==> src/rtl/crc_pkg.sv <==
// Shared CRC definitions: FSM states, the CRC-32 generator polynomial and default width.
package crc_pkg;
  localparam int CRC_WIDTH = 32;
  localparam logic [32:0] CRC32_POLY = 33'h1_04C1_1DB7;

  typedef enum logic [1:0] {
    ST_IDLE  = 2'd0,
    ST_SHIFT = 2'd1,
    ST_DONE  = 2'd2
  } crc_state_e;
endpackage

==> src/rtl/crc_div_step.sv <==
// One bit of polynomial long division: shift the next message bit into the
// remainder and subtract (xor) the generator whenever the top term overflows.
module crc_div_step #(
  parameter int WIDTH = 32
) (
  input  logic [WIDTH-1:0] rem_i,
  input  logic             b_i,
  input  logic [WIDTH:0]   poly_i,
  output logic [WIDTH-1:0] rem_o
);
  logic [WIDTH:0] t;
  logic [WIDTH:0] tx;
  logic           unused_top;

  assign t          = {rem_i, b_i};
  assign tx         = t ^ (poly_i & {(WIDTH+1){rem_i[WIDTH-1]}});
  // the x^WIDTH term always cancels (or is dropped) and never reaches the remainder
  assign unused_top = tx[WIDTH];
  assign rem_o      = tx[WIDTH-1:0];
endmodule

==> src/rtl/crc32_check.sv <==
// Bit-serial CRC checker: divides {data, crc_rx} by the latched polynomial,
// one bit per cycle, and reports the remainder plus a saturating failure count.
module crc32_check
  import crc_pkg::*;
#(
  parameter int WIDTH = CRC_WIDTH,
  parameter int ERR_W = 16
) (
  input  logic             clk,
  input  logic             rst,
  input  logic [WIDTH-1:0] data,
  input  logic [WIDTH-1:0] crc_rx,
  input  logic [WIDTH:0]   polynom_i,
  input  logic             in_valid,
  output logic             in_ready,
  output logic [WIDTH-1:0] rem_o,
  output logic             crc_ok,
  output logic             out_valid,
  input  logic             out_ready,
  output logic [ERR_W-1:0] err_cnt
);
  localparam int MSG_W = 2 * WIDTH;
  localparam int CNT_W = $clog2(MSG_W);
  localparam logic [CNT_W-1:0] CNT_LAST = CNT_W'(MSG_W - 1);

  crc_state_e       state_q, state_d;
  logic [MSG_W-1:0] msg_q, msg_d;
  logic [WIDTH:0]   poly_q, poly_d;
  logic [WIDTH-1:0] rem_q, rem_d, rem_step;
  logic [WIDTH-1:0] rem_out_q, rem_out_d;
  logic [CNT_W-1:0] cnt_q, cnt_d;
  logic             crc_ok_q, crc_ok_d;
  logic [ERR_W-1:0] err_q, err_d;
  logic             accept, last_bit;

  assign accept   = in_valid && (state_q == ST_IDLE);
  assign last_bit = (state_q == ST_SHIFT) && (cnt_q == CNT_LAST);

  crc_div_step #(.WIDTH(WIDTH)) u_step (
    .rem_i  (rem_q),
    .b_i    (msg_q[MSG_W-1]),
    .poly_i (poly_q),
    .rem_o  (rem_step)
  );

  always_ff @(posedge clk or negedge rst) begin
    if (!rst) state_q <= ST_IDLE;
    else      state_q <= state_d;
  end

  always_comb begin
    state_d = state_q;
    case (state_q)
      ST_IDLE:  if (accept)    state_d = ST_SHIFT;
      ST_SHIFT: if (last_bit)  state_d = ST_DONE;
      ST_DONE:  if (out_ready) state_d = ST_IDLE;
      default:                 state_d = ST_IDLE;
    endcase
  end

  always_comb begin
    in_ready  = (state_q == ST_IDLE);
    out_valid = (state_q == ST_DONE);
  end

  always_comb begin
    msg_d     = msg_q;
    poly_d    = poly_q;
    rem_d     = rem_q;
    cnt_d     = cnt_q;
    rem_out_d = rem_out_q;
    crc_ok_d  = crc_ok_q;
    err_d     = err_q;
    if (accept) begin
      msg_d  = {data, crc_rx};
      poly_d = polynom_i;
      rem_d  = '0;
      cnt_d  = '0;
    end else if (state_q == ST_SHIFT) begin
      rem_d = rem_step;
      msg_d = {msg_q[MSG_W-2:0], 1'b0};
      cnt_d = cnt_q + 1'b1;
      // results are published only once, on the transition into DONE
      if (last_bit) begin
        rem_out_d = rem_step;
        crc_ok_d  = (rem_step == '0);
        if ((rem_step != '0) && (err_q != '1)) err_d = err_q + 1'b1;
      end
    end
  end

  always_ff @(posedge clk or negedge rst) begin
    if (!rst) begin
      msg_q     <= '0;
      poly_q    <= '0;
      rem_q     <= '0;
      cnt_q     <= '0;
      rem_out_q <= '0;
      crc_ok_q  <= 1'b0;
      err_q     <= '0;
    end else begin
      msg_q     <= msg_d;
      poly_q    <= poly_d;
      rem_q     <= rem_d;
      cnt_q     <= cnt_d;
      rem_out_q <= rem_out_d;
      crc_ok_q  <= crc_ok_d;
      err_q     <= err_d;
    end
  end

  assign rem_o   = rem_out_q;
  assign crc_ok  = crc_ok_q;
  assign err_cnt = err_q;
endmodule

==> config.mk <==
export PLATFORM = sky130hd
export DESIGN_NAME = crc32_check
export DESIGN_NICKNAME = d
export VERILOG_FILES = /design/src/rtl/crc_pkg.sv /design/src/rtl/crc_div_step.sv /design/src/rtl/crc32_check.sv
export SDC_FILE = /design/constraint.sdc
export NUM_CORES = 1
export LEC_CHECK = 0
export ABC_AREA = 1
export BUFFER_PORTS_ARGS = -buffer_cell sky130_fd_sc_hd__buf_2
export CAP_MARGIN = 20
export CELL_PAD_IN_SITES_DETAIL_PLACEMENT = 0
export CELL_PAD_IN_SITES_GLOBAL_PLACEMENT = 1
export CORE_ASPECT_RATIO = 0.9
export CORE_MARGIN = 10
export CORE_UTILIZATION = 38
export DETAILED_ROUTE_END_ITERATION = 8
export PLACE_DENSITY = 0.79
export SKIP_CTS_REPAIR_TIMING = 1
export SYNTH_ARGS = -nofsm -noshare
export SYNTH_HDL_FRONTEND = slang
export SYNTH_SLANG_ARGS = --single-unit
==> constraint.sdc <==
create_clock -name clk -period 3.6 [get_ports clk]
set_input_delay 0 -clock clk [delete_from_list [all_inputs] [get_ports clk]]
set_output_delay 0 -clock clk [all_outputs]
set_load 0.02 [all_outputs]
After elaboration in Yosys (flattened, before gate mapping)
Index checks and enable logic that the tools add are counted.
Widths: inputs -> output; s select.
Cells by class
  equal/unequal tests: 7
  bitwise operators: 3
  muxes and demuxes: 10
  reduce and logical (&&, ||, !) cells: 10
  add/sub/neg operators: 2
Operators with widths (count)
  $mux 64: 2
  $mux 32: 2
  $and 32x32->32: 1
  $logic_not 32->1: 1
  $reduce_bool 32->1: 1
  $xor 32x32->32: 1
  $add 16x1->16 const B: 1
  $ne 16x16->1 const B: 1
  $mux 6: 2
  $add 6x1->6 const B: 1
  $eq 6x6->1 const B: 1
  $mux 2: 3
  $pmux 2 s3: 1
  $reduce_and 3->1: 2
  $ne 2x1->1 const B: 2
  $reduce_and 4->1: 1
  $logic_and 1x1->1: 3
  $eq 2x1->1 const B: 1
  $eq 2x2->1 const B: 1
  $logic_not 2->1: 1
  $ne 2x2->1 const B: 1
  $reduce_bool 2->1: 1
  $not 1->1: 1
Word-level totals
  input bits: 101
  bits in registers: 185
  output and inout port bits: 51

Depth between registers and ports, before layout
Gate-level depths: netlist of the first run.
  depth in word-level cells: 5
  mapped depth: 14
  mapped depth without buffers: 11

Cells and area by module
A second synthesis of the first run with hierarchy kept.
Unflattened totals
  cell total of the unflattened synthesis: 1068
  area total of the unflattened synthesis: 8728.4 um2
By module, submodules not included
  crc32_check: sequential area each 4654.5 um2, times used 1, area an instance 8008.9 um2, cells each 901
  crc_div_step: sequential area each 0.0 um2, times used 1, area an instance 719.4 um2, cells each 167

Worst setup path before layout of the first run
No wires, ideal clock.
  kind: register -> register
  start point: reg err_q[0], in the netlist err_cnt[0]
  end point: reg err_q[7], in the netlist err_cnt[7]
  buffers on the path: 1
  cell stages (with the launch flop): 10
  period minus slack after synthesis: 1.878 ns
  path slack: 1.722 ns
  data arrival time: 1.760 ns
  cell sequence: dfrtp_1 -> ha_1 -> nand3_1 -> nor2_1 -> nand2_1 -> nor2_1 -> a31oi_4 -> buf_2 -> nand3_1 -> nand2_1
Between the ends
  longest elaborated chain between the ends: 3
  elaborated cells on any way between the ends: 4
  classes of those cells: add/sub (1); eq/ne (1); reduce/logical (2)
RTL lines
  start, declared: line crc32_check.sv:33  | logic [ERR_W-1:0] err_q, err_d;
  start signal, assigned: line crc32_check.sv:108  | err_q <= err_d;
  parallel branches: the longest is 3 deep, another holds $add 16x1->16
Parallel ways; which one is timed is not known.
A chain may end at the register's enable or synchronous reset.

Worst setup path after layout of the first run
  start point: reg rem_q[31]
  end point: reg crc_ok_q, in the netlist crc_ok
Between the ends
  longest elaborated chain between the ends: 3
RTL lines
  start, declared: line crc32_check.sv:29  | logic [WIDTH-1:0] rem_q, rem_d, rem_step;
  start signal, assigned: line crc32_check.sv:104  | rem_q <= rem_d;
  $and 32x32->32: line crc_div_step.sv:16  | assign tx = t ^ (poly_i & {(WIDTH+1){rem_i[WIDTH-1]}});
  $xor 32x32->32: line crc_div_step.sv:16
  $logic_not 32->1: line crc32_check.sv:86  | crc_ok_d = (rem_step == '0);
  end signal, assigned: line crc32_check.sv:107  | crc_ok_q <= crc_ok_d;
  end, declared: line crc32_check.sv:32  | logic crc_ok_q, crc_ok_d;
No other way between the ends.

==> results of run 1 <==
[layout by cell type, fill, tap and decap left out, drive strengths merged]
master and instances:
a22oi 2, a31oi 1, buf 158, clkbuf 18, clkinv 6, dfrtp 185, dlygate4sd3 98, ha 2
inv 150, nand2 358, nand3 62, nand4 5, nor2 49, nor3 3, o211ai 2, o21ai 46
o221ai 59, o22ai 32, o31ai 2, xnor2 6, xor2 8
[metal layers]
metal / wire length, um / vias up / share of wire (%)
li1: - / 3723 / -
met1: 11200 / 3443 / 49
met2: 9910 / 193 / 44
met3: 1340 / 11 / 5.9
met4: 158 / 0 / 0.70
met5: 0 / - / 0
[final timing paths]
path / from / to
setup / recovery: rem_q[31] / crc_ok
hold / removal: rst / poly_q[13]
setup reg to reg: rem_q[31] / crc_ok
hold reg to reg: rem_o[13] / rem_o[13]
max in group asynchronous: rst / poly_q[31]
min in group clk: in_valid / poly_q[0]
[power groups by stage]
stage / clock network [mW] / logic [mW] / registers (mW)
after CTS: 1.94 / 3.18 / 3.48
after global routing: 2.02 / 3.83 / 3.53
after detailed placement: 0 / 3.16 / 3.51
after global placement: 0 / 3.10 / 3.49
final: 1.87 / 3.34 / 3.43
after floorplan: 0 / 2.27 / 3.51
[cell type report]
cell class	instances	area [um^2]	share of cell area (%)
clock inverters	15	171	1.55
clock buffers	17	425	3.85
inverters	141	529	4.79
well taps	291	364	3.30
flip-flops and latches	185	4630	41.9
repair buffers	257	1850	16.8
multi-input cells	637	3070	27.8
[cell usage after synthesis]
cell type	number
nand2_1	358
dfrtp_1	185
inv_1	136
nand3_1	62
o221ai_1	59
nor2_1	48
o21ai_0	45
o22ai_1	32
clkbuf_1	31
buf_2	10
xor2_1	8
xnor2_1	6
buf_6	5
inv_2	5
nand4_1	5
buf_1	4
nor3_1	3
a22oi_1	2
ha_1	2
o211ai_1	2
o31ai_1	2
a31oi_4	1
buf_4	1
nor2_4	1
o21ai_4	1
[cells by family after synthesis]
kind of cell             Yosys count  share of synthesized area, %
AO/OA/AOI/OAI                    144                          12.1
XOR/XNOR                          14                          1.45
AND/OR/NAND/NOR                  477                          22.3
buffers and inverters            192                          9.15
flip-flops                       185                          54.7
adder cells (fa/ha/maj)            2                         0.295
[per-stage QoR]
stage | utilization, % | instance area (um^2)
floorplan | - | 8470
global placement | 43.3 | 9420
detailed placement | 43.3 | 9420
CTS | 46.0 | 10000
global route | 50.8 | 11000
finish | 50.8 | 11000
[critical path, cell delays in order (launching register included)]
cell and delay [ns]:
dfrtp_2 0.69, buf_12 0.27, nand2_1 0.08, nand2_1 0.06
nand2_1 0.07, nor2_1 0.22, nand4_1 0.12, nor2_1 0.12
nand2_1 0.37, o21ai_0 0.29
[registers in the layout, indices dropped and copies added (netlist names)]
name     cells
crc_ok       1
err_cnt     16
cnt_q        6
msg_q       64
rem_q       32
state_q      2
poly_q      32
rem_o       32
==> results.yml, run 1 <==
timing:
  timing.hold.ws_ns: 0.154
  slew_headroom_pct: 28.7
  min_period_ns: 2.41
  fin_ws_ns: 1.19
  rsz0062_at_grt: "no"
  worst_pin_slew_ns: 1.07
  clock_skew_ns: 0.0188
  drv_slew: 0
  final-setup-viol-count: 0
  fmax_mhz: 415
  finalCritPeriodShare_pct: 66.9
  tns_ns: 0
  finalHoldViolCount: 0
power_and_ir_drop:
  power_frac_seq_pct: 39.7
  p_total_mw: 8.64
  power.switching_mw: 3.53
  peakVddDrop_mv: 0.351
  p_leak_nw: 5.58
  p_comb_share_pct: 38.6
  p_int_mw: 5.11
  p_sw_share_pct: 40.8
  clkPwrFrac_pct: 21.7
  power_density_nw_per_um2: 782
synth:
  synth_area_leader_cell: "dfrtp_1"
  synth_top_area_share_pct: 54.7
  yosys-top-cells-area: "dfrtp_1 55%, nand2_1 16%, o221ai_1 6.1%"
  synth.distinct_cells: 25
  yosysSeqAreaShare_pct: 54.7
  avgSynthCellArea_um2: 8.35
  syn_nets: 1117
  syn_area_um2: 8470
  syn_inst: 1014
  synth-seq-cells: 185
  ys_warn_count: 0
routing:
  routedWlPerCell_um: 14.6
  route.detailed.drc: 0
  via_count: 7370
  ant_nets: 0
  firstDrtPassIters: 6
  wirelength_mm: 22.6
  via_per_inst: 4.78
  drtIter0Drc: 448
final_layout:
  fillers: 2023
  fin_nets: 1342
  fin_cells: 1543
  drive_above_1_share_pct: 16.1
  area.growth.synth_to_final_pct: 30.5
  diodes: 0
global_route:
  grt-ovfl-total: 0
  grt_pass1_vias: 6890
  track_usage_pct: 15.3
  grt_util_met3_pct: 5.48
  use_met1_pct: 21.3
  grt-busiest-layer: "met2"
  antenna_found_initial: 0
  grt_max_degree: 99
  grt_pass1_wl_mm: 35.8
  use_met2_pct: 22.1
placed_design:
  gp_congestion: 0.800
  place_inst: 1411
  portBuffers: 150
  hpwl_mm: 14.4
  preCtsSetupSlack_ns: 0.862
job:
  maxCapViolCount: 0
clocking:
  cts.path.max_buffers: 2
  clkTransAtPathRegs_ns: 0.07
  htreeDepth: 4
  cts_tree: "built"
  clkLatencyLatePin_ns: 0.44
  root_buffer: "clkbuf_16"
  cts_buffers: 17
  numClockSinks: 185
worst_hold_path:
  hold_path.class: "input port to async pin"
floorplan:
  start_util_pct: 38.9
  die-width_um: 177
  core-area_um2: 21800
  rows: 51
  die_h_um: 162
  fp.dieArea_um2: 28700
  io_pins: 152
worst_setup_path:
  arrival_ns: 2.75
  critPathLaunchType: "flip-flop"
  path_class: "flip-flop to flip-flop"
  path_max_fanout: 39
  worst-r2r-cell-count: 9
  cp_data_required_time_ns: 3.94
  timing.reg2reg.setup_slack_ns: 1.19
  worst_setup_path_end_kind: "flip-flop"
run_status:
  status: "complete, no violations"
Power figures use the tool's default switching activity.
==> run 2: changes to the inputs <==
==> constraint.sdc (replaced) <==
create_clock -name clk -period 2.4 [get_ports clk]
set_input_delay 0 -clock clk [delete_from_list [all_inputs] [get_ports clk]]
set_output_delay 0 -clock clk [all_outputs]
set_load 0.02 [all_outputs]
==> results.yml, run 2 (synthesized netlist as in run 1, its figures left out) <==
placed_design:
  portBuffers: 150
  gp_congestion: 0.788
  preCtsSetupSlack_ns: 0.166
  place_inst: 1418
  hpwl_mm: 15.1
global_route:
  track_usage_pct: 15.5
  antenna_found_initial: 0
  grt_pass1_vias: 7090
  grt_max_degree: 98
  grt_pass1_wl_mm: 36.3
  grt-ovfl-total: 0
timing:
  rsz0062_at_grt: "no"
  clock_skew_ns: 0.00958
  fmax_mhz: 478
  fin_ws_ns: 0.308
  min_period_ns: 2.09
  final-setup-viol-count: 0
  finalHoldViolCount: 0
  slew_headroom_pct: 57.4
  finalCritPeriodShare_pct: 87.2
  tns_ns: 0
  worst_pin_slew_ns: 0.639
  drv_slew: 0
  timing.hold.ws_ns: 0.0898
clocking:
  clkLatencyLatePin_ns: 0.43
  cts.path.max_buffers: 2
  cts_buffers: 17
  clkTransAtPathRegs_ns: 0.07
  htreeDepth: 4
  root_buffer: "clkbuf_16"
  numClockSinks: 185
  cts_tree: "built"
worst_setup_path:
  critPathLaunchType: "flip-flop"
  path_cells: "buf_12, nand2_1, nand2_1, nand2_1, nor2_1, nand3_1, nor2_1, nand2_1, o21ai_4, buf_4, nand2_1, nand2_1"
  worst_setup_path_end_kind: "flip-flop"
  path_max_fanout: 22
  cp_data_required_time_ns: 2.76
  crit_slowest_cell: "dfrtp_2"
  slowest_delay_ns: 0.53
  critPathMostFrequentCell: "nand2_1"
  arrival_ns: 2.45
  path_class: "flip-flop to flip-flop"
routing:
  routedWlPerCell_um: 14.6
  drtIter0Drc: 403
  wl_met2_mm: 10.2
  ant_nets: 0
  wirelength_mm: 22.6
  route.detailed.drc: 0
  highest_layer: "met4"
  via_per_inst: 4.78
  via_count: 7405
  firstDrtPassIters: 5
  wl_met3_mm: 1.36
  drt-met1-wl_mm: 10.9
final_layout:
  fin_nets: 1349
  diodes: 0
  top_register: "msg_q"
  drive_above_1_share_pct: 16.7
  final_cell_mix: "355 x nand2_1, 184 x dfrtp_1, 149 x buf_2, 136 x inv_1, 98 x dlygate4sd3_1"
  fin_cells: 1550
  layout_commonest_cell: "nand2_1"
  largest_register_ffs: 64
  area.growth.synth_to_final_pct: 31.6
floorplan:
  die_h_um: 162
  core-area_um2: 21800
  io_pins: 152
  start_util_pct: 38.9
  rows: 51
  fp.dieArea_um2: 28700
  die-width_um: 177
job:
  maxCapViolCount: 0
power_and_ir_drop:
  peakVddDrop_mv: 0.627
  power_density_nw_per_um2: 1170
  p_leak_nw: 5.61
worst_hold_path:
  hold_path.class: "input port to async pin"
run_status:
  status: "complete, no violations"
run 2: final timing paths:
path | from | end | slack [ns] | depth (start not counted)
worst max-delay path | rem_q[31] | err_cnt[15] | 0.31 | 12
worst min-delay path | rst | rem_o[11] | 0.09 | 2
worst max register to register | rem_q[31] | err_cnt[15] | 0.31 | 12
worst min register to register | rem_o[10] | rem_o[10] | 0.48 | 2
max in group asynchronous | rst | msg_q[27] | 1.54 | 3
min in group clk | in_valid | poly_q[0] | 0.09 | 4
run 2: area by class of cell:
class | count | area (um^2)
Tap cell | 291 | 364
Multi-Input combinational cell | 637 | 3080
Inverter | 141 | 529
Clock inverter | 15 | 158
Fill cell | 2032 | 10600
Clock buffer | 17 | 425
Sequential cell | 185 | 4630
Timing Repair Buffer | 264 | 1960
run 2: per-layer routing:
| layer | track usage, % | up-vias |
|---|---|---|
| met5 | 0 | - |
| met4 | 3.10 | 0 |
| met3 | 4.66 | 12 |
| met2 | 23.3 | 159 |
| met1 | 21.5 | 3498 |
| li1 | - | 3736 |
run 2: per-stage QoR:
stage               instance area [um^2]  power, mW  util [%]
floorplan                           8470       8.66         -
global placement                    9560       10.1      43.9
detailed placement                  9560       10.2      43.9
CTS                                10100       13.1      46.6
global route                       11100       14.2      51.2
finish                             11100       13.1      51.2
run 2: where the power goes:
group / total (mW) / switching (mW) / internal [mW] / leakage [nW]
logic: 5.15 / 3.25 / 1.91 / 2.97
clock network: 2.80 / 1.33 / 1.47 / 0.274
registers: 5.11 / 0.664 / 4.45 / 2.37
run 2: worst max-delay path: cells and delay by family (launching register included):
family	cells	cell delay, ns
AOI/OAI and AO/OA	1	0.17
buffers and inverters	2	0.37
and+or+nand+nor	9	0.94
DFF	1	0.53
